<file path="config.mk">
export PLATFORM = sky130hd
export DESIGN_NAME = pipe_stall_ctrl
export DESIGN_NICKNAME = d
export VERILOG_FILES = /design/src/rtl/pipe_stall_ctrl.sv
export SDC_FILE = /design/constraint.sdc
export NUM_CORES = 1
export LEC_CHECK = 0
export ABC_CLOCK_PERIOD_IN_PS = 1700
export CAP_MARGIN = 15
export CORE_ASPECT_RATIO = 0.5
export CORE_MARGIN = 8
export CORE_UTILIZATION = 40
export CTS_CLUSTER_SIZE = 16
export DETAILED_ROUTE_END_ITERATION = 8
export PLACE_DENSITY_LB_ADDON = 0.05
export SLEW_MARGIN = 20
export SYNTH_ARGS = -nofsm -noshare
export SYNTH_HDL_FRONTEND = slang
export SYNTH_SLANG_ARGS = --single-unit
</file>
<file path="constraint.sdc">
create_clock -name clk -period 1.7 [get_ports clk]
set_clock_uncertainty 0.05 [all_clocks]
set_input_delay 0.255 -clock clk [delete_from_list [all_inputs] [get_ports clk]]
set_output_delay 0.255 -clock clk [all_outputs]
set_load 0.01 [all_outputs]
</file>
<file path="src/rtl/pipe_stall_ctrl.sv">
// Hazard-interface producer for the 5-stage pipeline: tracks EXE/MEM destination slots,
// sequences multi-cycle memory accesses and generates freeze/flush/bubble controls.
module pipe_stall_ctrl #(
    parameter int REG_W   = 4,
    parameter int MEM_LAT = 2,
    parameter int CNT_W   = 16
) (
    input  logic             clk,
    input  logic             rst_n,
    input  logic             id_valid,
    input  logic [REG_W-1:0] id_dest,
    input  logic             id_wb_en,
    input  logic             id_mem_acc,
    input  logic             hazard_detected,
    input  logic             branch_taken,
    output logic [REG_W-1:0] exe_dest,
    output logic             exe_wb_en,
    output logic [REG_W-1:0] mem_dest,
    output logic             mem_wb_en,
    output logic             freeze_if,
    output logic             flush_id,
    output logic             bubble_exe,
    output logic             freeze_pipe,
    output logic [CNT_W-1:0] stall_cycles
);

    localparam int WCNT_W = (MEM_LAT > 1) ? $clog2(MEM_LAT + 1) : 1;
    localparam bit MULTI_CYCLE = (MEM_LAT > 1);
    localparam logic [WCNT_W-1:0] WAIT_INIT = (MEM_LAT > 1) ? WCNT_W'(MEM_LAT - 2) : '0;

    typedef enum logic [0:0] {
        S_RUN  = 1'b0,
        S_WAIT = 1'b1
    } state_t;

    state_t             state_q, state_d;
    logic [WCNT_W-1:0]  wait_cnt_q, wait_cnt_d;

    logic [REG_W-1:0]   exe_dest_q, exe_dest_d;
    logic               exe_wb_en_q, exe_wb_en_d;
    logic               exe_mem_q, exe_mem_d;
    logic [REG_W-1:0]   mem_dest_q, mem_dest_d;
    logic               mem_wb_en_q, mem_wb_en_d;
    logic               mem_mem_q, mem_mem_d;

    logic [CNT_W-1:0]   stall_q, stall_d;

    logic               freeze_pipe_c;
    logic               freeze_if_c;
    logic               flush_id_c;
    logic               bubble_exe_c;

    // Memory wait sequencing: the first MEM cycle freezes from RUN, the rest are counted in WAIT.
    always_comb begin
        freeze_pipe_c = 1'b0;
        state_d       = state_q;
        wait_cnt_d    = wait_cnt_q;
        if (MULTI_CYCLE) begin
            case (state_q)
                S_RUN: begin
                    if (mem_mem_q) begin
                        freeze_pipe_c = 1'b1;
                        state_d       = S_WAIT;
                        wait_cnt_d    = WAIT_INIT;
                    end
                end
                S_WAIT: begin
                    if (wait_cnt_q != '0) begin
                        freeze_pipe_c = 1'b1;
                        wait_cnt_d    = wait_cnt_q - WCNT_W'(1);
                    end else begin
                        state_d = S_RUN;
                    end
                end
                default: state_d = S_RUN;
            endcase
        end
    end

    // Priority: memory freeze > taken branch > data hazard; gated so reset forces all controls low.
    always_comb begin
        freeze_if_c  = 1'b0;
        flush_id_c   = 1'b0;
        bubble_exe_c = 1'b0;
        if (rst_n) begin
            if (freeze_pipe_c) begin
                freeze_if_c = 1'b1;
            end else if (branch_taken) begin
                flush_id_c   = 1'b1;
                bubble_exe_c = 1'b1;
            end else if (hazard_detected) begin
                freeze_if_c  = 1'b1;
                bubble_exe_c = 1'b1;
            end
        end
    end

    always_comb begin
        exe_dest_d  = exe_dest_q;
        exe_wb_en_d = exe_wb_en_q;
        exe_mem_d   = exe_mem_q;
        mem_dest_d  = mem_dest_q;
        mem_wb_en_d = mem_wb_en_q;
        mem_mem_d   = mem_mem_q;
        if (!freeze_pipe_c) begin
            mem_dest_d  = exe_dest_q;
            mem_wb_en_d = exe_wb_en_q;
            mem_mem_d   = exe_mem_q;
            if (bubble_exe_c) begin
                exe_dest_d  = '0;
                exe_wb_en_d = 1'b0;
                exe_mem_d   = 1'b0;
            end else begin
                // An empty ID slot still carries its dest field, but never writes or accesses memory.
                exe_dest_d  = id_dest;
                exe_wb_en_d = id_wb_en & id_valid;
                exe_mem_d   = id_mem_acc & id_valid;
            end
        end
    end

    always_comb begin
        stall_d = stall_q;
        if (freeze_if_c && (stall_q != {CNT_W{1'b1}})) begin
            stall_d = stall_q + CNT_W'(1);
        end
    end

    always_ff @(posedge clk or negedge rst_n) begin
        if (!rst_n) begin
            state_q     <= S_RUN;
            wait_cnt_q  <= '0;
            exe_dest_q  <= '0;
            exe_wb_en_q <= 1'b0;
            exe_mem_q   <= 1'b0;
            mem_dest_q  <= '0;
            mem_wb_en_q <= 1'b0;
            mem_mem_q   <= 1'b0;
            stall_q     <= '0;
        end else begin
            state_q     <= state_d;
            wait_cnt_q  <= wait_cnt_d;
            exe_dest_q  <= exe_dest_d;
            exe_wb_en_q <= exe_wb_en_d;
            exe_mem_q   <= exe_mem_d;
            mem_dest_q  <= mem_dest_d;
            mem_wb_en_q <= mem_wb_en_d;
            mem_mem_q   <= mem_mem_d;
            stall_q     <= stall_d;
        end
    end

    assign exe_dest     = exe_dest_q;
    assign exe_wb_en    = exe_wb_en_q;
    assign mem_dest     = mem_dest_q;
    assign mem_wb_en    = mem_wb_en_q;
    assign freeze_if    = freeze_if_c;
    assign flush_id     = flush_id_c;
    assign bubble_exe   = bubble_exe_c;
    assign freeze_pipe  = freeze_pipe_c;
    assign stall_cycles = stall_q;

endmodule

</file>
==> results.py, run 1 <==
metrics = {
    "sta": {
        "final-setup-viol-count": 13,
        "tightest_slew_ns": 0.372,
        "slew_headroom_pct": 75.0,
        "timing.fmax_mhz": 550,
        "fin_crit_ns": 1.82,
        "layout_setup_ws_ns": -0.119,
        "setup_tns_ns": -0.623,
        "period_share_pct": 107,
        "rsz0062_at_grt": "true",
        "maxSlewViolCount": 0,
        "timing.final.hold_violations": 0,
    },
    "floorplan": {
        "row_count": 15,
        "core_mm2": 0.00343,
        "die_area_mm2": 0.00587,
        "die_w_um": 101,
        "start_util_pct": 41.7,
        "io_pins": 41,
        "die_h_um": 58.3,
    },
    "clock_network": {
        "clk_path_buf_depth": 2,
        "cts_root_buf": "clkbuf_8",
        "clkTransAtPathRegs_ns": 0.07,
        "clock_latency_ns": 0.27,
        "tritoncts": "built",
        "numCtsBuffers": 5,
        "cts.sinks": 31,
        "htreeDepth": 2,
    },
    "setup_path": {
        "cp.required_ns": 1.39,
        "cp_slowest_cell": "dfrtp_1",
        "crit_path_max_incr_delay_ns": 0.39,
        "cp.arrival_ns": 1.51,
        "path_cells": "inv_2, ha_4, and2b_2, o31ai_4, inv_1, buf_2",
        "cp_top_family": "flip-flops",
        "start_kind": "flip-flop",
        "crit_fanout": 4,
        "crit_buf_inv": 3,
        "path_class": "reg -> out",
        "end_kind": "primary output",
    },
    "placement": {
        "routabilityCongestion": 0.718,
        "pre_cts_slack_ns": -0.405,
        "io_buffers": 40,
        "place_area_mm2": 0.00213,
        "dp_hpwl_um": 2610,
    },
    "global_route": {
        "grt_pass1_wl_um": 5660,
        "grt_max_degree": 13,
        "antenna_found_initial": 0,
        "grt_pass1_vias": 1289,
        "overflow": 0,
        "grt_usage_pct": 12.1,
    },
    "power": {
        "ir_drop_uv": 834,
        "p_leak_uw": 0.00106,
        "p_total_uw": 3010,
        "power_density_mw_per_mm2": 1270,
    },
    "route": {
        "wirelength_um": 3520,
        "drt_iter0_drc": 18,
        "dr.pass1.iters": 4,
        "num_vias": 1205,
        "via_per_inst": 4.67,
        "drcViolationCount": 0,
        "antenna_left": 0,
        "wl_per_cell_um": 13.7,
    },
    "outcome": {
        "violations": "setup timing",
        "status": "finished with violations",
    },
    "hold_path": {
        "min_path_type": "in -> async",
    },
    "final_layout": {
        "postLayoutCoreUtil_pct": 69.1,
        "seq_area_um2": 776,
        "num-nets-final": 219,
        "fin_area_mm2": 0.00237,
        "drive_gt1_share_pct": 37.7,
        "fillers": 269,
        "multiInputGateArea_um2": 709,
        "n_antenna_cell": 0,
        "syn_to_final_growth_pct": 65.8,
    },
    "yosys": {
        "netlist_area_mm2": 0.00143,
        "synthDistinctLibCells": 30,
        "synth.avg_cell_area_um2": 11.8,
        "synthCells": 121,
        "syn_nets": 134,
        "ys_seq_area_share_pct": 54.1,
        "yosys_warnings": 0,
        "ys_seq_elements": 31,
    },
    "flow_run": {
        "drv_cap": 0,
    },
}
[per-stage QoR]
step / hold slack, ns / instances
after floorplan: -0.0906 / 121
after global placement: 0.433 / 240
after detailed placement: 0.443 / 240
after CTS: 0.113 / 254
after global routing: 0.125 / 258
final: 0.107 / 258
[sequential cells by signal, summed over array words and instances, names as in the netlist]
name,flops
exe_dest,4
exe_mem_q,1
exe_wb_en,1
mem_dest,4
mem_mem_q,1
mem_wb_en,1
stall_cycles,16
state_q,1
wait_cnt_q,2
[power breakdown]
part,internal (uW),switching (uW),total (uW)
combinational,835,561,1400
clock,280,266,545
sequential,929,144,1070
total,2040,970,3010
[logic make-up (layout without fill, tap and decap cells)]
| family | Yosys count | count (layout) | synth area share [%] |
|---|---|---|---|
| buffers and inverters | 6 | 92 | 1.66 |
| AND/OR/NAND/NOR | 48 | 48 | 20.5 |
| adder cells (fa/ha/maj) | 2 | 2 | 1.75 |
| multiplexers | 8 | 8 | 6.46 |
| flip-flops | 31 | 31 | 54.1 |
| XOR/XNOR | 14 | 14 | 8.56 |
| AO/OA/AOI/OAI | 12 | 12 | 6.90 |
[worst paths after layout]
kind / startpoint / to / slack, ns / cells past startpoint
max in group asynchronous: rst_n / mem_dest[3]$_DFFE_PN0N_ / 1.25 / 3
worst max-delay path: wait_cnt_q[0]$_DFFE_PN0P_ / freeze_if / -0.12 / 6
worst max register to register: wait_cnt_q[0]$_DFFE_PN0P_ / stall_cycles[12]$_DFFE_PN0P_ / -0.07 / 8
worst min-delay path: rst_n / stall_cycles[15]$_DFFE_PN0P_ / 0.11 / 2
worst min register to register: stall_cycles[11]$_DFFE_PN0P_ / stall_cycles[11]$_DFFE_PN0P_ / 0.46 / 1
min in group clk: stall_cycles[11]$_DFFE_PN0P_ / stall_cycles[11]$_DFFE_PN0P_ / 0.46 / 1
[synthesized netlist by cell type, drive strengths merged]
cell,number,share of area (%)
a21oi,2,0.96
a22o,4,2.4
and2,1,0.44
and2b,3,1.7
and3,1,0.44
buf,1,0.35
dfrtp,31,54
ha,2,1.7
inv,5,1.3
mux2,7,5.8
mux2i,1,0.70
nand2,9,2.4
nand2b,3,1.3
nand3,8,2.8
nand4,8,3.5
nor2,8,2.1
nor3,3,2.1
nor4,3,3.2
o21ai,3,1.0
o22ai,1,0.44
o31ai,2,2.0
or2b,1,0.52
xnor2,12,7.3
xor2,2,1.2
[cell usage in the layout (no fill, tap or decap), types with 2 or more instances in the layout]
cell,count
mux2_4,6
xnor2_1,11
nand2_1,7
nand2_2,2
buf_6,7
clkinv_2,3
nand3_2,2
nand2b_1,3
dfrtp_1,31
inv_2,2
nor3_2,2
clkdlybuf4s50_1,35
a22o_1,4
inv_1,3
nand3_1,6
buf_2,2
and2b_2,2
buf_4,32
nor4_2,2
nand4_1,8
nor2_1,7
o21ai_0,3
clkbuf_8,5
xor2_1,2
[cell type report]
type                       count  share of cell area (%)
tap                           51                    2.69
clock inverter                 3                   0.632
sequential                    31                    32.7
timing repair buffer          79                    30.5
inverter                       5                   0.790
multi-input combinational     84                    29.9
clock buffer                   5                    2.90
[per-layer routing]
| metal | wire (um) | track usage [%] | vias up |
|---|---|---|---|
| li1 | - | - | 596 |
| met3 | 210 | 4.58 | 0 |
| met5 | 0 | 0 | - |
| met2 | 1690 | 20.3 | 30 |
| met1 | 1620 | 14.4 | 579 |
| met4 | 0 | 2.55 | 0 |
[what timing repair did]
action / in CTS / in global routing
hold buffers: 0 / 0
setup buffers: 6 / 4
endpoints found under the setup margin: 22 / 26
gates resized for setup: 28 / 13
pin swaps: 10 / 4
(Power assumes the default switching activity.)
==> inputs of run 2 (changes only) <==
Settings changed: CELL_PAD_IN_SITES_DETAIL_PLACEMENT set to 1, CELL_PAD_IN_SITES_GLOBAL_PLACEMENT set to 1, CORE_UTILIZATION 40 to 33, SLEW_MARGIN 20 to unset.
==> results.py, run 2 (same netlist as run 1, synthesis figures left out) <==
metrics = {
    "floorplan": {
        "core_mm2": 0.00428,
        "start_util_pct": 33.5,
        "io_pins": 41,
        "row_count": 17,
        "die_h_um": 62.6,
        "die_w_um": 109,
        "die_area_mm2": 0.00683,
    },
    "clock_network": {
        "numCtsBuffers": 5,
        "htreeDepth": 2,
        "clk_path_buf_depth": 2,
        "tritoncts": "built",
        "clkTransAtPathRegs_ns": 0.07,
        "holdBufCountCts": 0,
        "cts_root_buf": "clkbuf_8",
        "cts.sinks": 31,
        "clock_latency_ns": 0.28,
    },
    "placement": {
        "place_area_mm2": 0.00209,
        "routabilityCongestion": 0.733,
        "io_buffers": 40,
        "dp_hpwl_um": 3040,
    },
    "route": {
        "num_vias": 1218,
        "drt_iter0_drc": 19,
        "wl_per_cell_um": 16.8,
        "drcViolationCount": 0,
        "antenna_left": 0,
        "dr.pass1.iters": 4,
        "via_per_inst": 4.72,
        "wirelength_um": 4330,
    },
    "final_layout": {
        "num-nets-final": 213,
        "postLayoutCoreUtil_pct": 55.9,
        "n_antenna_cell": 0,
        "fin_area_mm2": 0.00239,
        "mostFrequentLayoutCell": "clkdlybuf4s50_1",
        "largest_reg_flops": 16,
        "layout_common_cells": "clkdlybuf4s50_1 (35), dfrtp_1 (30), buf_4 (28), xnor2_1 (12), nand4_1 (8)",
        "syn_to_final_growth_pct": 66.8,
        "drive_gt1_share_pct": 37.3,
    },
    "setup_path": {
        "cp.required_ns": 1.39,
        "reg2reg_slack_ns": -0.11,
        "worst-r2r-cell-count": 7,
        "cp.arrival_ns": 1.54,
        "worstReg2RegStart": "wait_cnt_q[0]$_DFFE_PN0P_",
        "r2r_end": "stall_cycles[1]$_DFFE_PN0P_",
        "start_kind": "flip-flop",
        "cp_slowest_cell": "dfrtp_1",
        "crit_fanout": 3,
        "crit_path_max_incr_delay_ns": 0.40,
        "path_class": "reg -> out",
        "crit_buf_inv": 3,
        "cp_top_family": "flip-flops",
        "end_kind": "primary output",
        "path_cells": "inv_2, ha_4, and2b_2, o31ai_4, inv_1, buf_2",
    },
    "sta": {
        "final-setup-viol-count": 17,
        "fin_crit_ns": 1.85,
        "period_share_pct": 109,
        "worst_hold_slack_ns": 0.336,
        "timing.final.hold_violations": 0,
        "maxSlewViolCount": 0,
        "timing.fmax_mhz": 541,
        "rsz0062_at_grt": "true",
        "slew_headroom_pct": 73.1,
        "setup_tns_ns": -0.874,
        "layout_setup_ws_ns": -0.150,
        "tightest_slew_ns": 0.402,
    },
    "global_route": {
        "grt_usage_pct": 13.1,
        "grt_pass1_wl_um": 7070,
        "overflow": 0,
        "grt_pass1_vias": 1322,
        "grt_max_degree": 29,
        "antenna_found_initial": 0,
    },
    "hold_path": {
        "min_path_type": "in -> async",
    },
    "power": {
        "pwr-share-clk_pct": 23.0,
        "p_leak_uw": 0.00106,
        "p_int_uw": 2270,
        "combPwrFrac_pct": 43.7,
        "power_density_mw_per_mm2": 1380,
        "ir_drop_uv": 850,
        "swShare_pct": 31.4,
        "seq_power_share_pct": 33.3,
        "p_switching_uw": 1040,
    },
    "outcome": {
        "violations": "setup timing",
        "status": "finished with violations",
    },
    "flow_run": {
        "drv_cap": 0,
    },
}
run 2: cell count changes in the layout (fill, tap and decap cells not counted), sizes merged:
cell	delta
dlygate4sd2	-1
buf	-7
clkinv	-2
bufinv	+1
dlymetal6s2s	+1
clkbuf	+2
run 2: per-stage QoR:
stage	cells	power [uW]	worst slack [ns]
2_1_floorplan	121	1590	0.00253
3_3_place_gp	241	2250	-0.390
3_5_place_dp	241	2290	-0.406
4_1_cts	255	3120	-0.182
5_1_grt	258	3510	-0.267
6_report	258	3310	-0.150
run 2: what timing repair did:
action,4_1_cts,5_1_grt
gates cloned,0,1
buffers inserted,7,3
resized for setup,23,21
pin swaps,14,16
setup endpoints to repair,24,26
run 2: cell type report:
class / instances / area [um2]
inverters: 5 / 18.8
clock inverters: 2 / 35.0
flip-flops and latches: 31 / 777
fillers: 454 / 1890
well taps: 57 / 71.3
clock buffers: 6 / 82.6
multi-input cells: 84 / 732
repair buffers: 73 / 673
run 2: power by group through the flow:
stage	Clock (uW)	Combinational [uW]	Sequential (uW)
6_report	760	1450	1100
5_1_grt	818	1560	1130
4_1_cts	780	1250	1090
3_5_place_dp	0	1190	1100
3_3_place_gp	0	1160	1080
2_1_floorplan	0	413	1180
run 2: worst reg2reg max path: stages (launching register included):
cell and delay [ns]:
dfrtp_1 0.37, inv_2 0.06, ha_4 0.16, and2b_2 0.25, o31ai_4 0.07, buf_6 0.14
a21oi_4 0.27, mux2_4 0.33
run 2: per-layer routing:
metal,global-route usage (%),vias up,routed length (um)
li1,-,582,-
met1,16.5,605,2030
met2,20.2,27,2000
met3,4.73,4,254
met4,4.17,0,41
met5,0,-,0
run 2: how the worst max path moves through the flow:
stage	start	to	slack, ns	cells past startpoint
2_1_floorplan	wait_cnt_q[0]$_DFFE_PN0P_	stall_cycles[12]$_DFFE_PN0P_	0.003	7
3_3_place_gp	branch_taken	freeze_if	-0.39	5
3_5_place_dp	branch_taken	freeze_if	-0.41	5
4_1_cts	wait_cnt_q[0]$_DFFE_PN0P_	freeze_if	-0.18	6
5_1_grt	wait_cnt_q[0]$_DFFE_PN0P_	freeze_if	-0.27	6
6_report	wait_cnt_q[0]$_DFFE_PN0P_	freeze_if	-0.15	6
==> RTL change 1 (config.mk and constraints of run 2) <==
Reset style: synchronous (`rst_n`), changed in one clocked block.
--- a/src/rtl/pipe_stall_ctrl.sv
+++ b/src/rtl/pipe_stall_ctrl.sv
@@ -126,7 +126,7 @@
         end
     end
 
-    always_ff @(posedge clk or negedge rst_n) begin
+    always_ff @(posedge clk) begin
         if (!rst_n) begin
             state_q     <= S_RUN;
             wait_cnt_q  <= '0;
Formal check against the unedited RTL: differs if rst_n is asserted again (counterexample within 4 cycles, from zero or initial values and one cycle with rst_n low); with rst_n held inactive, the same outputs for 10 cycles.
==> RTL change 1 against run 2 <==
The flow still finishes with violations (negative setup slack); worst setup slack better by 0.12 ns; sequential cell count stayed put; routed wire length increased by 39%; first-iteration DRC count increased by 63%; synthesized cell count rose by 50%; cell area up 11%; synthesized area increased by 8.0%; global-route usage increased by 3.1 points.
Power is not compared: it rests on default switching activity, and its combinational part moved more than twofold at a synthesized area within 25%.
==> RTL change 1: results (changes against run 2) <==
- The flow ran to the end, but the final reports show violations.
- Violations in the final reports: negative setup slack
* Worst skew pair latency: 0.30 ns (+0.02 ns)
* Global-route met2 utilization: 27.1% (+6.9 points)
- Transition at the pin with the smallest max-transition slack: 0.437 ns (+0.0356 ns)
* Length of routed met3 wiring: 361 um (+42%)
- GR Util met3: 6.19% (+1.5 points)
- GRT Total Usage: 16.2% (+3.1 points)
* Metal2 WL: 2850 um (+42%)
- The met1 usage in global routing was 19.1% (+2.6 points).
- Counting instances in the post-synthesis netlist gives the leading cell types as dfxtp_1, nand2_1, a21oi_1, nand3_1, nor2_1.
- The via count of the first global-routing pass was 1837 (+39%).
* Register fraction of the total cell area: 24.4% (-8.1 points)
- Total number of yosys warnings: 0 (unchanged)
* Placer Congestion: 0.787 (+7.3%)
- Multi-input combinational area share: 38.4% (+7.7 points)
- Min-Delay Endpoint: mem_dest[2]$_SDFFE_PN0N_
* Post-place setup slack: -0.299 ns (+0.107 ns)
- Syn Nets: 196 (+46%)
- The non-clock buffer share of cell area was 28.7% (+0.54 points).
- Area contributors post-synth: dfxtp_1, nand2_1, a21oi_1
- The startpoint identified for the worst register-to-register timing path is wait_cnt_q[0]$_SDFFE_PN0P_.
* Setup slack after layout: -0.0285 ns (+0.121 ns)
- The number of placed instances, taps included is 311 (+29%).
* Sum of routed wire segments on met1: 2700 um (+33%)
- Filler Cell Count: 513 (+13%)
- CP max stage delay: 0.58 ns (+0.18 ns)
- Total negative slack: -0.0383 ns (+0.836 ns)
* Async set-reset flop share out of synthesis: 0% (-100 points)
* Arrival time at the worst endpoint: 1.90 ns (+0.36 ns)
- Non-clock inverter count: 8 (+3)
- Clock buffers and inverters, area share: 4.45% (-0.47 points)
- Multi-input gates: 134 (+60%)
- Critical register-to-register path endpoint: stall_cycles[7]$_SDFFE_PN0P_
- Largest buffer count on any clock path: 2 (unchanged)
- Kind of path behind the tightest hold check: register to register
* Share of the core filled with cells in the final layout: 59.4% (+3.5 points)
* First-pass GRT wire length: 9550 um (+35%)
- The net count reported at finish is 280 (+31%).
* Plain + repair buffers: 86 (+18%)
- Dpl cell area: 2310 um2 (+11%)
* Initial detailed-routing violation count: 31 (+12)
- The largest driver fanout on the critical path is 16 (+13).
- Setup slack of the worst register-to-register path: 0.02 ns (+0.13 ns)
* Top delay family on crit path: buffers and inverters
* Sequential-to-total area share from yosys stat: 40.1% (-14 points)
- Placed wire-length estimate: 3980 um (+31%)
- On the critical path, the stage with the largest delay is an instance of clkdlybuf4s50_1.
- The average footprint of a synthesized cell came to 8.50 um2 (-28%).
- Final setup violation count: 2 (-15)
- The fraction of layout cells with a size suffix above 1 is 37.1% (-0.23 points).
- The post-layout instance count excluding filler cells came to 324 (+26%).
* Mean routed wirelength per cell: 18.5 um (+11%)
* Distinct cell type count after synthesis: 36 (+20%)
- The final worst hold slack came to 0.401 ns (+0.0649 ns).
- The largest net degree at the start of global routing was 17 (-41%).
- Post-Syn Instances: 182 (+50%)
- Average via count per standard cell: 5.58 (+18%)
==> RTL change 1: cell types whose count changed in the layout (fill, tap and decap cells not counted), sizes merged, moves of 4 or more <==
cell / before / now
dfrtp: 31 / 0
dfxtp: 0 / 31
nand2: 9 / 26
a21oi: 2 / 18
buf: 36 / 49
xnor2: 12 / 0
mux2: 7 / 0
o311ai: 0 / 5
o41ai: 0 / 5
a211oi: 0 / 4
==> RTL change 1: worst max-delay path by stage <==
stage / from / endpoint / slack (ns) / depth (start not counted)
3_3_place_gp: rst_n / stall_cycles[14]$_SDFFE_PN0P_ / -0.35 / 6
2_1_floorplan: stall_cycles[0]$_SDFFE_PN0P_ / stall_cycles[1]$_SDFFE_PN0P_ / 0.006 / 6
4_1_cts: wait_cnt_q[1]$_SDFFE_PN0P_ / freeze_if / -0.10 / 7
5_1_grt: rst_n / flush_id / -0.05 / 4
3_5_place_dp: rst_n / stall_cycles[9]$_SDFFE_PN0P_ / -0.30 / 6
6_report: rst_n / stall_cycles[7]$_SDFFE_PN0P_ / -0.03 / 6
==> RTL change 1: power breakdown <==
| group | internal (mW) | switching, mW | leakage [nW] |
|---|---|---|---|
| Clock | 0.474 | 0.314 | 0.0612 |
| Sequential | 0.731 | 0.00745 | 0.258 |
| Combinational | 0.0966 | 0.103 | 0.681 |
| Total | 1.30 | 0.424 | 1.00 |
==> RTL change 1: kinds of logic after synthesis <==
logic type	share of synthesized area [%]
and+or+nand+nor	28.9
AOI/OAI and AO/OA	21.2
DFF	40.1
buffers and inverters	4.85
muxes	2.59
adders and majority gates	2.43
==> RTL change 1: timing repair <==
action                                  4_1_cts  5_1_grt
gates resized for setup                      43       25
pin swaps                                     4        7
endpoints found under the setup margin       19       21
hold buffers                                  0        0
setup buffers                                 1        5
==> RTL change 2 (flow settings as in run 2) <==
Without the edit above. The parameter `REG_W` goes from 4 to 3.
--- a/src/rtl/pipe_stall_ctrl.sv
+++ b/src/rtl/pipe_stall_ctrl.sv
@@ -1,7 +1,7 @@
 // Hazard-interface producer for the 5-stage pipeline: tracks EXE/MEM destination slots,
 // sequences multi-cycle memory accesses and generates freeze/flush/bubble controls.
 module pipe_stall_ctrl #(
-    parameter int REG_W   = 4,
+    parameter int REG_W   = 3,
     parameter int MEM_LAT = 2,
     parameter int CNT_W   = 16
 ) (
Ports: changed (resized exe_dest, id_dest and mem_dest); port bits go from 41 to 38. No check against the original RTL was run, so the function may have changed too.
==> RTL change 2 against run 2 <==
The flow still finishes with violations (negative setup slack); routed wire length rose by 13%; sequential cell count fell by 2; worst hold slack improved by 0.010 ns; critical path type is now register to register; critical endpoint is now stall_cycles[9]$_DFFE_PN0P_; synthesized area barely moved; worst setup slack improved by 0.054 ns; final cell count rose by 6.2%; power rose by 11%; via count rose by 5.6%; cell area rose by 7.8%.
==> RTL change 2: results (changes against run 2) <==
- Adder-cell share of the synthesized area: 1.75% (about the same)
- Worst VDD drop: 736 uV (-13%)
- Leakage component of the power: 1.20 nW (+13%)
- Mean routed wirelength per cell: 17.9 um (+6.6%)
- Most frequent cells after synthesis: dfrtp_1, xor2_1, nand2_1
* Mux contribution to synthesized area: 5.42% (-1.0 points)
- The share of the synthesized area in compound gates (AO/OA/AOI/OAI) was 5.42% (-1.5 points).
* Violations in the final reports: negative setup slack
* Sum of routed wire segments on met1: 2340 um (+15%)
* Fraction of synthesized cell area in xor and xnor cells: 9.18% (+0.62 points)
- Area share of the largest cell type after synthesis: 50.7% (-3.4 points)
* Length of routed met3 wiring: 244 um (-3.9%)
- The total negative slack was -0.404 ns (+0.470 ns).
* Non-filler instance count after layout: 274 (+6.2%)
* Placed wire-length estimate: 3330 um (+9.4%)
- The register area share after synthesis was 50.7% (-3.4 points).
* Transition at the pin with the smallest max-transition slack: 0.269 ns (-0.133 ns)
- The setup slack at placement came to -0.387 ns (+0.0191 ns).
- Placed Cells: 248 (+2.9%)
- The largest net degree at the start of global routing came to 20 (-31%).
- Post-Syn Instances: 119 (-1.7%)
* Area contributors post-synth: dfrtp_1, xor2_1, mux2_1
- Final setup violation count: 12 (-5)
- GR Util met3: 4.42% (-0.31 points)
- The data arrival time of the worst path is 1.95 ns (+0.41 ns).
- In this design, the largest share of critical-path delay is due to simple AND/OR/NAND/NOR gates.
- Initial detailed-routing violation count: 39 (+20)
- Buffers added on ports: 37 (-7.5%)
- The wire length of the first global-routing pass came to 7820 um (+11%).
* Result of the run: finished, violations left
- The met1 usage in global routing is 20.4% (+3.9 points).
- The net count reported at finish came to 228 (+7.0%).
- Share of layout cells above drive strength 1: 47.0% (+9.7 points)
- The met2 capacity usage during global routing came to 21.4% (+1.2 points).
- Setup slack after layout: -0.0956 ns (+0.0541 ns)
* Via count of the first global-routing pass: 1421 (+7.5%)
- The vias after detailed routing came to 1286 (+5.6%).
* Placer Congestion: 0.763 (+4.0%)
- The async set-reset flop share out of synthesis was 100% (unchanged).
-- RTL change 2: worst paths after layout --
kind	cells past startpoint	end	slack, ns	from
max	7	stall_cycles[9]$_DFFE_PN0P_	-0.1	stall_cycles[1]$_DFFE_PN0P_
min	2	stall_cycles[11]$_DFFE_PN0P_	0.35	rst_n
max reg2reg	7	stall_cycles[9]$_DFFE_PN0P_	-0.1	stall_cycles[1]$_DFFE_PN0P_
min reg2reg	1	mem_dest[0]$_DFFE_PN0N_	0.44	mem_dest[0]$_DFFE_PN0N_
max in group asynchronous	2	mem_dest[1]$_DFFE_PN0N_	1.00	rst_n
min in group clk	1	mem_dest[0]$_DFFE_PN0N_	0.44	mem_dest[0]$_DFFE_PN0N_
-- RTL change 2: final cells by class --
class	instances	area [um2]
Clock inverter	3	65.1
Multi-Input combinational cell	83	803
Clock buffer	5	68.8
Timing Repair Buffer	93	823
Tap cell	57	71.3
Fill cell	446	1700
Sequential cell	29	729
Inverter	4	15.0
-- RTL change 2: what timing repair did --
| item | in CTS | in global routing |
|---|---|---|
| pin swaps | 10 | 8 |
| endpoints found under the setup margin | 16 | 25 |
| buffers inserted | 9 | 9 |
| resized for setup | 35 | 18 |
-- RTL change 2: worst register-to-register path, stage by stage (launching register included) --
cell	delay, ns
dfrtp_2	0.41
buf_6	0.11
and4_4	0.22
nand4_1	0.15
buf_4	0.20
buf_6	0.12
nor4_4	0.30
xor2_1	0.18
-- RTL change 2: report_power, final --
group          switching (mW)  internal [mW]
sequential              0.181          0.910
combinational           0.747          0.961
clock                   0.295          0.582
-- RTL change 2: logic make-up after synthesis --
group | after synthesis
compound gates | 10
xor+xnor | 15
fa+ha+maj | 2
buf+inv | 7
flops | 29
mux | 7
simple gates | 49
